### config.mk
export PLATFORM = sky130hd
export DESIGN_NAME = seq_magnitude_comparator
export DESIGN_NICKNAME = d
export VERILOG_FILES = /design/src/rtl/seq_magnitude_comparator.sv
export SDC_FILE = /design/constraint.sdc
export NUM_CORES = 1
export LEC_CHECK = 0
export ABC_AREA = 1
export CAP_MARGIN = 5
export CORE_MARGIN = 10
export CORE_UTILIZATION = 40
export CTS_CLUSTER_DIAMETER = 100
export CTS_CLUSTER_SIZE = 24
export DETAILED_ROUTE_END_ITERATION = 16
export PLACE_DENSITY = 0.66
export SYNTH_ARGS = -nofsm -noshare
export SYNTH_HDL_FRONTEND = slang
export SYNTH_SLANG_ARGS = --single-unit
### constraint.sdc
create_clock -name clk -period 2.9 [get_ports clk]
set_input_delay 0.58 -clock clk [delete_from_list [all_inputs] [get_ports clk]]
set_output_delay 0.58 -clock clk [all_outputs]
set_load 0.005 [all_outputs]
### src/rtl/seq_magnitude_comparator.sv
// Multi-cycle magnitude comparator: scans WIDTH-bit operands CHUNK bits
// per cycle, MSB chunk first, with optional signed order and early exit.
module seq_magnitude_comparator #(
  parameter  int WIDTH      = 16,
  parameter  int CHUNK      = 4,
  parameter  int EARLY_EXIT = 1,
  localparam int NCHUNK     = WIDTH / CHUNK,
  localparam int CW         = $clog2(NCHUNK + 1)
) (
  input  logic             clk,
  input  logic             rst,
  input  logic             start,
  input  logic [WIDTH-1:0] A,
  input  logic [WIDTH-1:0] B,
  input  logic             is_signed,
  output logic             busy,
  output logic             done,
  output logic             A_greater,
  output logic             A_equal,
  output logic             A_less,
  output logic [CW-1:0]    chunks_used
);

  localparam logic [1:0] IDLE    = 2'd0;
  localparam logic [1:0] COMPARE = 2'd1;
  localparam logic [1:0] DONE    = 2'd2;

  logic [1:0]       state;
  logic [WIDTH-1:0] a_q;
  logic [WIDTH-1:0] b_q;
  logic [CW-1:0]    k;
  logic             dec;
  logic             dgt;

  logic [CHUNK-1:0] top_a;
  logic [CHUNK-1:0] top_b;
  logic             diff;
  logic             cgt;
  logic             nd_gt;
  logic             nd_lt;
  logic             last;
  logic             finish;
  logic [WIDTH-1:0] sign_mask;

  // Operands shift left each cycle so the current chunk is always on top.
  assign top_a  = a_q[WIDTH-1 -: CHUNK];
  assign top_b  = b_q[WIDTH-1 -: CHUNK];
  assign diff   = top_a != top_b;
  assign cgt    = top_a > top_b;
  assign nd_gt  = dec ? dgt  : (diff & cgt);
  assign nd_lt  = dec ? !dgt : (diff & !cgt);
  assign last   = k == CW'(NCHUNK - 1);
  assign finish = last | ((EARLY_EXIT != 0) & diff);

  // Flipping the sign bit maps two's-complement order onto unsigned order.
  assign sign_mask = WIDTH'(is_signed) << (WIDTH - 1);

  assign busy = state == COMPARE;
  assign done = state == DONE;

  always_ff @(posedge clk) begin
    if (rst) begin
      state       <= IDLE;
      a_q         <= '0;
      b_q         <= '0;
      k           <= '0;
      dec         <= 1'b0;
      dgt         <= 1'b0;
      A_greater   <= 1'b0;
      A_equal     <= 1'b0;
      A_less      <= 1'b0;
      chunks_used <= '0;
    end else begin
      unique case (state)
        IDLE, DONE: begin
          if (start) begin
            a_q   <= A ^ sign_mask;
            b_q   <= B ^ sign_mask;
            k     <= '0;
            dec   <= 1'b0;
            dgt   <= 1'b0;
            state <= COMPARE;
          end else begin
            state <= IDLE;
          end
        end
        COMPARE: begin
          a_q <= a_q << CHUNK;
          b_q <= b_q << CHUNK;
          k   <= k + 1'b1;
          if (!dec && diff) begin
            dec <= 1'b1;
            dgt <= cgt;
          end
          if (finish) begin
            state       <= DONE;
            A_greater   <= nd_gt;
            A_equal     <= !nd_gt && !nd_lt;
            A_less      <= nd_lt;
            chunks_used <= k + 1'b1;
          end
        end
        default: state <= IDLE;
      endcase
    end
  end

endmodule
-- Word-level counts from Yosys, hierarchy flattened
Cells that the tools add are included.
- reduce and logical (&&, ||, !) cells: 13
- $lt $le $gt $ge: 1
- bitwise operators: 5
- equality and inequality tests: 7
- $add $sub $neg: 1
- mux-type cells: 16
- operator list (kind ; count):
    16-bit one-hot mux with 2 select lines ; 2
    16-bit two-way mux ; 2
    16-bit bitwise XOR ; 2
    1-bit two-way mux ; 6
    3-bit one-hot mux with 2 select lines ; 1
    1-bit logical NOT ; 5
    4-bit > comparator ; 1
    2-bit by 1-bit inequality test with 1-bit output (second input constant) ; 2
    4-bit inequality test ; 1
    1-bit one-hot mux with 2 select lines ; 2
    2-bit one-hot mux with 2 select lines ; 1
    2-bit AND reduction ; 2
    3-bit by 1-bit adder with 3-bit output (second input constant) ; 1
    3-bit by 2-bit == test with 1-bit output (second input constant) ; 1
    3-bit two-way mux ; 1
    3-bit AND reduction ; 1
    1-bit AND ; 2
    2-bit by 1-bit == test with 1-bit output (second input constant) ; 1
    2-bit == test (second input constant) ; 1
    1-bit logical AND ; 2
    2-bit logical NOT ; 1
    2-bit two-way mux ; 1
    2-bit inequality test (second input constant) ; 1
    2-bit nonzero test ; 1
    2 further kinds ; 2
- input bits: 36
- output and inout bits: 8
- bits in registers: 45
- word-level logic and storage cells: 53

-- Logic depth before layout (Yosys ltp)
Gate-level depths: netlist of the first run.
- depth after elaboration: 6
- mapped depth: 11
- depth with buffers taken out: 11

-- Least setup slack after synthesis of the first run
OpenSTA, ideal clock, no wires.
- path kind: flip-flop to flip-flop
- start point: register b_q[15]
- end point: register A_greater
- period minus slack after synthesis: 1.389 ns
- required time: 2.791 ns
- stages on the path, launching flop included: 12
- slack: 1.511 ns
- library setup time: 0.109 ns
- arrival: 1.280 ns
- path buffers: 0
- path through: dfxtp_1 -> inv_1 -> ha_1 -> nand2_1 -> nor2_2 -> nand2_1 -> nand2_2 -> inv_2 -> nor2_1 -> nor2_1 -> nand2_1 -> inv_1
- longest elaborated chain between the ends: 3
- elaborated cells on any way between the ends: 6
- classes of those cells: 1 x order compare; 1 x eq/ne; 1 x mux; 2 x bitwise; 1 x reduce/logical
- ends and longest elaborated chain (element ; line ; RTL):
    from (decl) ; 30 ; logic [WIDTH-1:0] b_q;
    from (signal assigned) ; 78 ; b_q <= B ^ sign_mask;
    from (signal assigned) ; 89 ; b_q <= b_q << CHUNK;
    4-bit > comparator / 4-bit inequality test (equally long branches) ; 49, 48 ;
    1-bit AND / 1-bit bitwise OR (equally long branches) ; 50, 53 ;
    1-bit two-way mux / 2-bit AND reduction (equally long branches) ; - ;
    to (signal assigned) ; 97 ; A_greater <= nd_gt;
    to (decl) ; 18 ; output logic A_greater,
Parallel ways exist; a longest one is shown, timed or not.
A chain may end at the register's enable or synchronous reset.

-- Worst setup path in the final report of the first run
- start point: register state[0]
- end point: output port busy
- longest elaborated chain between the ends: 1
- ends and longest elaborated chain (element ; line ; RTL):
    from (decl) ; 28 ; logic [1:0] state;
    from (signal assigned) ; 63 ; state <= IDLE;
    from (signal assigned) ; 82 ; state <= COMPARE;
    from (signal assigned) ; 84 ; state <= IDLE;
    2-bit by 1-bit == test with 1-bit output ; 58 ; assign busy = state == COMPARE;
    to (decl) ; 16 ; output logic busy,
Every way passes these cells.

==> results.cfg, run 1 <==
[timing]
worstMarginPinSlew_ns = 0.528
tns_ns = 0
slew_violations = 0
period_share_pct = 69.6
fin_ws_ns = 0.882
fin_crit_ns = 2.02
hold_violations = 0
rsz0062_at_grt = false
setup_viol = 0
slew_headroom_pct = 64.7
clock.fmax_mhz = 495
clock_skew_ns = 0.00530

[logic_synthesis]
synth-seq-cells = 45
synthCells = 270
syn-num-nets = 312
syn_area_um2 = 1980
ys_warn_count = 0
avgSynthCellArea_um2 = 7.32
yosysTopAreaCellShare_pct = 45.6
yosys-top-cells-area = dfxtp_1 46%, nand2_1 21%, a31oi_1 7.0%
synth_seq_area_share_pct = 45.6
synth_cell_types = 23
synth_area_leader_cell = dfxtp_1

[cells_and_area]
areaGrowthSynthToFinish_pct = 28.1
diodes = 0
fin_cells = 378
fillers = 507
layout_commonest_cell = nand2_1
nNetsFinal = 352
drive_above_1_share_pct = 6.43
layout_common_cells = 108 x nand2_1, 45 x dfxtp_1, 43 x clkdlybuf4s50_1

[global_routing]
grt_pass1_wl_um = 7450
gr-total-overflow = 0
grt_pass1_vias = 1564
grt_usage_pct = 11.0
antenna_found_initial = 0
grt_max_degree = 40

[placed_design]
io_buffers = 43
dpl.hpwl_um = 3160
gp_congestion = 0.789
dp_slack_ns = 0.898
dp.cells = 370

[worst_hold_path]
min_to = b_q[0]
min_path_cells = 2
min-delay-start = b_q[0]
hold_path_class = flip-flop to flip-flop

[critical_path]
required_ns = 2.32
path_max_fanout = 5
crit_path_end_kind = primary output
worstPathArrival_ns = 1.44
reg2reg_to = A_less
r2r_start = b_q[15]
critPathLaunchType = flip-flop
rrSetupSlack_ns = 1.29
slowest_delay_ns = 0.50
critical_path_class = flip-flop to primary output
r2r_cells = 11
crit_chain = nand2_2 -> inv_2 -> clkdlybuf4s50_1
cp_slowest_cell = clkdlybuf4s50_1

[clock_network]
cts_root_buf = clkbuf_8
cts_hold_buf = 0
cts_sinks = 45
cts_tree = done
post_cts.repair.setup_buffers = 0
cts_resized = 0
path_clk_slew_ns = 0.08
clockBufferDepth = 2
numCtsBuffers = 5
clock_latency_ns = 0.30
cts_max_level = 2

[run]
max_cap_viol_count = 0

[floorplanning]
dieWidth_um = 90.3
ios = 44
die_area_um2 = 8150
initial_utilization_pct = 41.6
rows = 25
die_h_um = 90.3
core_area_um2 = 4750

[drt]
drt_iter0_drc = 104
drtAntennaViolNets = 0
wl_um = 4420
wire_per_inst_um = 11.7
viasPerCell = 4.64
first_pass_iters = 4
vias = 1753
drc_errors = 0

[pwr]
powerDensity_nw_per_um2 = 588
leakage_nw = 1.00
ir_worst_vdd_mv = 0.342
power.total_mw = 1.49

[status]
status = complete, no violations
power by group:
group | switching, mW | internal (mW)
logic | 0.178 | 0.137
clock network | 0.213 | 0.259
registers | 0.0293 | 0.672
cell families (layout without fill, tap and decap cells):
| family | after synthesis | count (layout) | synth area share [%] |
|---|---|---|---|
| buffers and inverters | 39 | 80 | 9.63 |
| adders and majority gates | 6 | 6 | 3.80 |
| AOI/OAI and AO/OA | 47 | 47 | 13.8 |
| xor gates and xnor gates | 2 | 2 | 0.887 |
| and+or+nand+nor | 131 | 131 | 26.3 |
| DFF | 45 | 45 | 45.6 |
registers in the layout (all words and copies together) (netlist names):
signal and flops:
A_equal 1, A_greater 1, A_less 1, a_q 16, b_q 16, chunks_used 3
dec 1, dgt 1, k 3, state 2
per-stage QoR:
step	utilization [%]	instance area (µm²)	hold slack [ns]
6_report	53.2	2530	0.464
5_1_grt	53.2	2530	0.484
3_3_place_gp	50.9	2420	0.449
4_1_cts	53.2	2530	0.466
3_5_place_dp	50.9	2420	0.454
2_1_floorplan	-	1980	0.439
critical path, delay by kind of cell, from the launching register on:
family | cells | cell delay [ns]
flops | 1 | 0.41
buf+inv | 2 | 0.59
simple gates | 1 | 0.13
synth_stat cells:
master / number
a211oi_1: 1
a21oi_1: 15
a31oi_1: 22
buf_1: 1
buf_2: 5
buf_6: 5
clkbuf_1: 2
dfxtp_1: 45
ha_1: 6
inv_1: 22
inv_2: 4
nand2_1: 108
nand2_2: 3
nand2_4: 1
nand3_1: 6
nor2_1: 11
nor2_2: 1
o211ai_1: 1
o21ai_0: 6
o221ai_1: 1
o22ai_1: 1
or2_2: 1
xnor2_1: 2
routing by layer:
| layer | routed length, µm | global-route usage, % | up-vias |
|---|---|---|---|
| met5 | 0 | 0 | - |
| met1 | 2160 | 13.9 | 778 |
| met2 | 2000 | 16.2 | 27 |
| met3 | 168 | 3.66 | 7 |
| met4 | 88 | 5.44 | 0 |
| li1 | - | - | 941 |
cell type report:
| cell class | count | area (µm²) | share of cell area, % |
|---|---|---|---|
| well taps | 67 | 83.8 | 3.31 |
| clock buffers | 6 | 72.6 | 2.87 |
| clock inverters | 2 | 38.8 | 1.53 |
| repair buffers | 46 | 453 | 17.9 |
| inverters | 26 | 97.6 | 3.86 |
| flip-flops and latches | 45 | 901 | 35.6 |
| multi-input cells | 186 | 885 | 34.9 |
worst max-delay path by stage:
stage | start | to | slack (ns) | depth (start not counted)
finish | state[0] | busy | 0.88 | 3
global route | state[0] | busy | 0.81 | 3
CTS | state[0] | busy | 0.87 | 3
detailed placement | start | b_q[8] | 0.90 | 6
global placement | start | a_q[10] | 0.93 | 6
floorplan | b_q[15] | A_greater | 1.51 | 11
Note: power is estimated with default switching activity, not from simulation.
==> run 2, diff against run 1 <==
==> constraint.sdc (replaced) <==
create_clock -name clk -period 1.9 [get_ports clk]
set_input_delay 0.38 -clock clk [delete_from_list [all_inputs] [get_ports clk]]
set_output_delay 0.38 -clock clk [all_outputs]
set_load 0.005 [all_outputs]
==> run 2 against run 1 <==
Effect of this change: cell area up 1.0%; flip-flop and latch count is the same; routed wire length increased by 0.43%; clock power increased by 56%; utilization increased by 0.55 points; highest routed layer unchanged.
==> results.cfg, run 2 (same netlist as run 1, synthesis figures left out) <==
[critical_path]
path_delay_family = buffers and inverters
reg2reg_to = A_less
crit_buf_inv = 3
crit_chain = inv_1 -> nand2_2 -> inv_2 -> clkdlybuf4s50_1
required_ns = 1.52
crit_path_end_kind = primary output
r2r_start = b_q[15]
critical_path_class = flip-flop to primary output
cp_slowest_cell = clkdlybuf4s50_1
r2r_cells = 11
path_max_fanout = 4
worstPathArrival_ns = 1.36
slowest_delay_ns = 0.50
critPathLaunchType = flip-flop
rrSetupSlack_ns = 0.29

[timing]
slew_headroom_pct = 65.0
clock.fmax_mhz = 576
clock_skew_ns = 0.00299
rsz0062_at_grt = false
period_share_pct = 91.4
setup_viol = 0
slew_violations = 0
hold_violations = 0
tns_ns = 0
worstMarginPinSlew_ns = 0.524
fin_crit_ns = 1.74

[run]
max_cap_viol_count = 0

[clock_network]
cts_tree = done
cts_resized = 0
cts_max_level = 2
cts_sinks = 45
cts_hold_buf = 0
post_cts.repair.setup_buffers = 0
clock_latency_ns = 0.29
path_clk_slew_ns = 0.08
clockBufferDepth = 2
cts_root_buf = clkbuf_8
numCtsBuffers = 5

[cells_and_area]
layout_common_cells = 108 x nand2_1, 44 x dfxtp_1, 43 x clkdlybuf4s50_1
multiInputGateArea_um2 = 885
nNetsFinal = 353
diodes = 0
final-seq-area_um2 = 902
layout_commonest_cell = nand2_1
areaGrowthSynthToFinish_pct = 29.4
fillers = 474
reg_top3 = a_q (16), b_q (16)
drive_above_1_share_pct = 7.05
fin_cells = 379

[drt]
first_pass_iters = 4
drtAntennaViolNets = 0
viasPerCell = 4.58
wire_per_inst_um = 11.7
wl_um = 4430
drt_iter0_drc = 96
drc_errors = 0
vias = 1735

[floorplanning]
dieWidth_um = 90.3
core_area_um2 = 4750
initial_utilization_pct = 41.6
die_h_um = 90.3
die_area_um2 = 8150
ios = 44
rows = 25

[worst_hold_path]
min_to = b_q[0]
hold_path_class = flip-flop to flip-flop
min_path_cells = 2
min-delay-start = b_q[0]

[placed_design]
dpl.hpwl_um = 3100
io_buffers = 43
dp.cells = 371
gp_congestion = 0.767

[global_routing]
grt_max_degree = 33
antenna_found_initial = 0
grt_pass1_vias = 1600
gr-total-overflow = 0
grt_usage_pct = 10.6
grt_pass1_wl_um = 7360

[pwr]
leakage_nw = 1.01
ir_worst_vdd_mv = 0.457
powerDensity_nw_per_um2 = 897

[status]
status = complete, no violations
[run 2: cell count changes in the layout (fill, tap and decap cells not counted)]
cell	previous run	this run
buf_12	0	1
clkbuf_8	5	6
clkinv_4	1	0
dfxtp_1	45	44
dfxtp_2	0	1
[run 2: area by class of cell]
type / count / area share, %
flip-flops and latches: 45 / 35.3
multi-input cells: 186 / 34.6
repair buffers: 47 / 18.5
inverters: 26 / 3.82
clock buffers: 7 / 3.38
well taps: 67 / 3.28
clock inverters: 1 / 1.17
[run 2: worst max path at each step]
stage                        start  slack [ns]  depth (start not counted)   endpoint
after global placement       start        0.15                          6    b_q[11]
after CTS                 state[0]        0.08                          3       busy
final                     state[1]        0.16                          4       busy
after detailed placement     start        0.09                          6     a_q[9]
after floorplan            b_q[15]        0.51                         11  A_greater
after global routing      state[0]        0.06                          3       busy
[run 2: tightest hold or removal path, delay by kind of cell, from the launching register on]
kind	cells	cell delay (ns)
flip-flops	1	0.31
AND/OR/NAND/NOR	1	0.06
AO/OA/AOI/OAI	1	0.05
[run 2: power breakdown]
group / switching, mW / internal, mW / leakage (nW) / total, mW
registers: 0.0456 / 1.03 / 0.369 / 1.07
clock network: 0.305 / 0.429 / 0.0585 / 0.734
logic: 0.271 / 0.217 / 0.584 / 0.488
total: 0.621 / 1.67 / 1.01 / 2.29
[run 2: metal layers]
layer / vias up / wire (µm) / GRT usage (%)
li1: 943 / - / -
met1: 754 / 2120 / 13.1
met2: 31 / 2090 / 17.0
met3: 7 / 152 / 2.66
met4: 0 / 74 / 4.77
met5: - / 0 / 0
[run 2: stage by stage]
step | total power, mW | hold slack [ns] | setup WS (ns) | util (%) | instance area [µm²]
finish | 2.29 | 0.462 | 0.163 | 53.8 | 2560
floorplan | 1.42 | 0.439 | 0.511 | - | 1980
global placement | 1.58 | 0.448 | 0.146 | 51.3 | 2440
CTS | 2.32 | 0.465 | 0.0776 | 53.8 | 2560
global route | 2.43 | 0.475 | 0.0613 | 53.8 | 2560
detailed placement | 1.58 | 0.452 | 0.0935 | 51.3 | 2440
